--- config.mk ---
export PLATFORM = sky130hd
export DESIGN_NAME = pl_reg_skid
export DESIGN_NICKNAME = d
export VERILOG_FILES = /design/src/rtl/pl_reg_skid.sv
export SDC_FILE = /design/constraint.sdc
export NUM_CORES = 1
export LEC_CHECK = 0
export BUFFER_PORTS_ARGS = -buffer_cell sky130_fd_sc_hd__buf_2
export CAP_MARGIN = 5
export CELL_PAD_IN_SITES_DETAIL_PLACEMENT = 0
export CELL_PAD_IN_SITES_GLOBAL_PLACEMENT = 2
export CORE_MARGIN = 2
export CORE_UTILIZATION = 34
export CTS_CLUSTER_DIAMETER = 80
export DETAILED_ROUTE_END_ITERATION = 6
export GPL_ROUTABILITY_DRIVEN = 0
export HOLD_SLACK_MARGIN = 0.06
export PLACE_DENSITY_LB_ADDON = 0.15
export RECOVER_POWER = 50
export SLEW_MARGIN = 20
export SYNTH_ARGS = -nofsm -noshare
export SYNTH_HDL_FRONTEND = slang
export SYNTH_SLANG_ARGS = --single-unit
--- constraint.sdc ---
create_clock -name clk -period 2.2 [get_ports clk]
set_clock_uncertainty 0.15 [all_clocks]
set_input_delay 0.11 -clock clk [delete_from_list [all_inputs] [get_ports clk]]
set_output_delay 0.11 -clock clk [all_outputs]
set_load 0.01 [all_outputs]
--- src/rtl/pl_reg_skid.sv ---
// Pipeline-stage register with valid/ready handshake and 2-entry skid buffer; no comb path out_ready->in_ready.
// Optional perf counters (stall_cnt, bubble_cnt, width CW) are built only when PL_REG_PERF_EN is defined.
module pl_reg_skid #(
  parameter int unsigned   DW      = 96,
  parameter logic [DW-1:0] NOP_VAL = 'h13
`ifdef PL_REG_PERF_EN
  ,
  parameter int unsigned   CW      = 32
`endif
) (
  input  logic          clk,
  input  logic          clrn,
  input  logic          flush,
  input  logic          in_valid,
  output logic          in_ready,
  input  logic [DW-1:0] in_data,
  output logic          out_valid,
  input  logic          out_ready,
  output logic [DW-1:0] out_data
`ifdef PL_REG_PERF_EN
  ,
  output logic [CW-1:0] stall_cnt,
  output logic [CW-1:0] bubble_cnt
`endif
);

  // state   | meaning
  // S_EMPTY | nothing held, main keeps last (or NOP) value
  // S_ONE   | main holds the payload presented downstream
  // S_TWO   | main presented, skid holds the next payload
  typedef enum logic [1:0] {S_EMPTY = 2'd0, S_ONE = 2'd1, S_TWO = 2'd2} state_t;

  state_t        state, state_nxt;
  logic [DW-1:0] main_q, skid_q;
  logic          in_fire, out_fire;
  logic          load_main_in, load_main_skid, load_skid;

  assign out_valid = (state != S_EMPTY);
  assign in_ready  = (state != S_TWO);
  assign out_data  = main_q;
  assign in_fire   = in_valid & in_ready;
  assign out_fire  = out_valid & out_ready;

  always_comb begin
    state_nxt      = state;
    load_main_in   = 1'b0;
    load_main_skid = 1'b0;
    load_skid      = 1'b0;
    case (state)
      S_EMPTY: begin
        if (in_fire) begin
          load_main_in = 1'b1;
          state_nxt    = S_ONE;
        end
      end
      S_ONE: begin
        if (in_fire && out_fire) begin
          load_main_in = 1'b1;
        end else if (in_fire) begin
          load_skid = 1'b1;
          state_nxt = S_TWO;
        end else if (out_fire) begin
          state_nxt = S_EMPTY;
        end
      end
      S_TWO: begin
        if (out_fire) begin
          load_main_skid = 1'b1;
          state_nxt      = S_ONE;
        end
      end
      default: state_nxt = S_EMPTY;
    endcase
    // Flush wins over everything; any accepted input this cycle is discarded.
    if (flush) state_nxt = S_EMPTY;
  end

  always_ff @(posedge clk or negedge clrn) begin
    if (!clrn) begin
      state  <= S_EMPTY;
      main_q <= NOP_VAL;
      skid_q <= NOP_VAL;
    end else begin
      state <= state_nxt;
      if (flush) begin
        main_q <= NOP_VAL;
        skid_q <= NOP_VAL;
      end else begin
        if (load_main_in)        main_q <= in_data;
        else if (load_main_skid) main_q <= skid_q;
        if (load_skid)           skid_q <= in_data;
      end
    end
  end

`ifdef PL_REG_PERF_EN
  // Saturating counters; flush does not clear them and counts on pre-flush handshake.
  always_ff @(posedge clk or negedge clrn) begin
    if (!clrn) begin
      stall_cnt  <= '0;
      bubble_cnt <= '0;
    end else begin
      if (out_valid && !out_ready && (stall_cnt != '1)) stall_cnt <= stall_cnt + CW'(1);
      if (!out_valid && (bubble_cnt != '1))             bubble_cnt <= bubble_cnt + CW'(1);
    end
  end
`endif

endmodule

==> run metrics <==
outcome=finished, final reports clean; maximum vdd drop=0.000423 V; Critical Path RT=2.41 ns; DRC Markers=0; Hold Crit Class=in2reg; EDFF count, synth=0; DRT Pass-1 Iters=4; fmax=0.526 GHz; final hold violation count=0; #FFs+latches synth=194; FILL cells=2326; Worst-Skew Late Latency=0.43 ns; top cell type by total area after synthesis=dfrtp_1; Synth Area in Adders=0%; NetSw=2.15 mW; CTS H-tree depth=4; fin cells=1373; maxcap violations=0; first-pass GRT wire length=38500 um; slew margin rel.=2.76%; Post-Synthesis Cells=757; dpl cells=1238; Nets=1135; number of CTS-inserted buffers=17; post-layout util=46.6%; xor/xnor cell area share of the yosys netlist=0%; mux contribution to synthesized area=11.7%; initial antenna violation count=2; CTS tree=done; Slew Limit Fails=0; Simple-Gate Fraction of Synth Area=10.1%; most common cell in the netlist=nand2_1; initial DRC count=411; via count=6741; grt total ovfl=0; Mapped Area=8340 um^2; Worst setup SP type=flip-flop; Worst Setup End Kind=flip-flop; largest cells by area after synthesis=dfrtp_1, mux2i_1, o2bb2ai_1; CTS resizes=0; Post-CTS Setup Bufs=0; RSZ-0062 raised after global routing=no; sequential power share=47.3%; core area=24200 um^2; drt total wl=23700 um; Final period util=86.4%; # setup viols final=0; Lkg Pwr=5.11 nW; die width=161 um; TritonCTS Sinks=194; Crit Path Class=reg2reg; Port Buf Inserts=198; Top Ports=199; Tmin final=1.90 ns; Die Height=161 um; Slew @ Worst Pin=1.46 ns; Mapped Nets=858; via/cell ratio=4.91; CTS Buffer Depth=2; FFs w/ async S/R, synth=100%; Reg clk slew, reported paths=0.08 ns; syn_area_per_cell=11.0 um^2; post-synthesis compound-gate area fraction=16.0%; clock network power share=39.3%; post-layout instance area=11300 um^2; Ys Warns=0; Row Count=57; die area=25800 um^2; main combinational cell family by area after synthesis=compound AO/OA/AOI/OAI gates; Worst Hold Launch=in_data[65]; Synth-to-Final Area Change=35.1%; share of layout cells above drive strength 1=21.1%; most common library cells after synthesis=nand2_1, dfrtp_1, a21oi_1, mux2i_1, o2bb2ai_1; Top FF cell, synth=dfrtp_1; Starting Density=34.5%; largest fanout on the critical path=26; PwrDens=709 nW/um^2; post-route setup slack=0.300 ns; # hold bufs at CTS=101; Setup TNS=0 ns; unique cell type count in the Yosys netlist=24; Root Driver=clkbuf_16; Routed Antenna Nets=0; Sw Share=26.9%; total track usage=18.8%; number of global-route vias before repair=7103; part of the Yosys area used for sequential elements=58.3%; crit path DAT=2.11 ns; Tot Pwr=7.99 mW; Synth top area share=56.4%; hold_ws=0.315 ns; dpl cell area=9730 um^2; largest net degree at the start of global routing=78; Comb power frac=13.4%; Pint=5.84 mW; wire per inst=17.3 um; FF-to-FF Start=state[1]$_DFFE_PN0P_; Setup crit start=state[1]$_DFFE_PN0P_; worst slack at placement=0.299 ns; HPWL Detailed=14500 um
-- final cells by class --
cell class	count	area (um^2)	area share (%)
Antenna cell	2	5.00	0.0444
Clock buffer	19	453	4.02
Clock inverter	13	144	1.28
Multi-Input combinational cell	501	3180	28.2
Sequential cell	194	4860	43.1
Tap cell	324	405	3.60
Timing Repair Buffer	320	2220	19.7
-- kinds of logic (layout without fill, tap and decap cells) --
logic type | Yosys count | count (layout)
AOI/OAI and AO/OA | 193 | 193
buffers and inverters | 62 | 352
DFF | 194 | 194
muxes | 97 | 97
other | 0 | 2
and+or+nand+nor | 211 | 211
-- critical path, stage by stage, from the launching register on --
cell and delay, ns:
dfrtp_1 0.44, nand2b_2 0.26, nor2_4 0.21, buf_12 0.25
mux2_2 0.36, o22a_1 0.16
-- cells in the final DEF (no fill, tap or decap) --
cell	synthesis	routed
mux2_2	3	3
buf_12	0	9
a21oi_1	94	94
bufinv_16	0	1
nor2_1	1	1
clkbuf_8	0	2
o2bb2ai_1	93	93
o21ai_2	1	1
clkinv_8	0	1
and2b_4	1	1
buf_2	16	148
nand2_1	195	194
dfstp_2	6	6
nor2_4	1	3
dfrtp_1	188	188
a211oi_1	1	1
nand2b_2	1	1
buf_4	2	12
buf_6	8	1
nor2b_1	1	1
diode_2	0	2
mux2i_1	94	94
o22a_1	4	4
nand2b_4	0	1
inv_8	0	2
or2_2	2	2
inv_6	0	3
nand3b_1	4	4
clkbuf_16	0	17
clkinv_4	0	5
dlygate4sd3_1	0	101
nand2b_1	3	2
clkbuf_1	33	49
nand2_4	0	1
clkinv_2	0	1
-- power by group through the flow --
stage          Clock [mW]  Sequential [mW]  Combinational [mW]
6_report             3.14             3.78                1.07
5_1_grt              3.41             3.79                1.18
4_1_cts              3.25             3.78                1.11
3_5_place_dp            0             3.84               0.969
3_3_place_gp            0             3.84               0.952
2_1_floorplan           0             3.87               0.472
-- state kept, by name, indices dropped and copies added (netlist names) --
register  count
state         2
skid_q       96
out_data     96
-- layer usage --
layer	track usage (%)	vias to the layer above	wire (um)
li1	-	3207	-
met1	24.8	3344	10800
met2	31.2	160	11400
met3	4.00	30	1070
met4	5.81	0	417
met5	0	-	0
-- path summary, 6_finish.rpt --
path / endpoint / slack (ns) / cells after the start
min: skid_q[65]$_DFFE_PN0P_ / 0.32 / 4
max reg2reg: out_data[0]$_DFFE_PN1P_ / 0.30 / 5
max in group asynchronous: skid_q[1]$_DFFE_PN1P_ / 0.40 / 3
min reg2reg: skid_q[0]$_DFFE_PN1P_ / 0.33 / 2
max: out_data[0]$_DFFE_PN1P_ / 0.30 / 5
min in group asynchronous: out_data[19]$_DFFE_PN0P_ / 0.44 / 2
No activity file was read; power rests on OpenSTA's default activity.
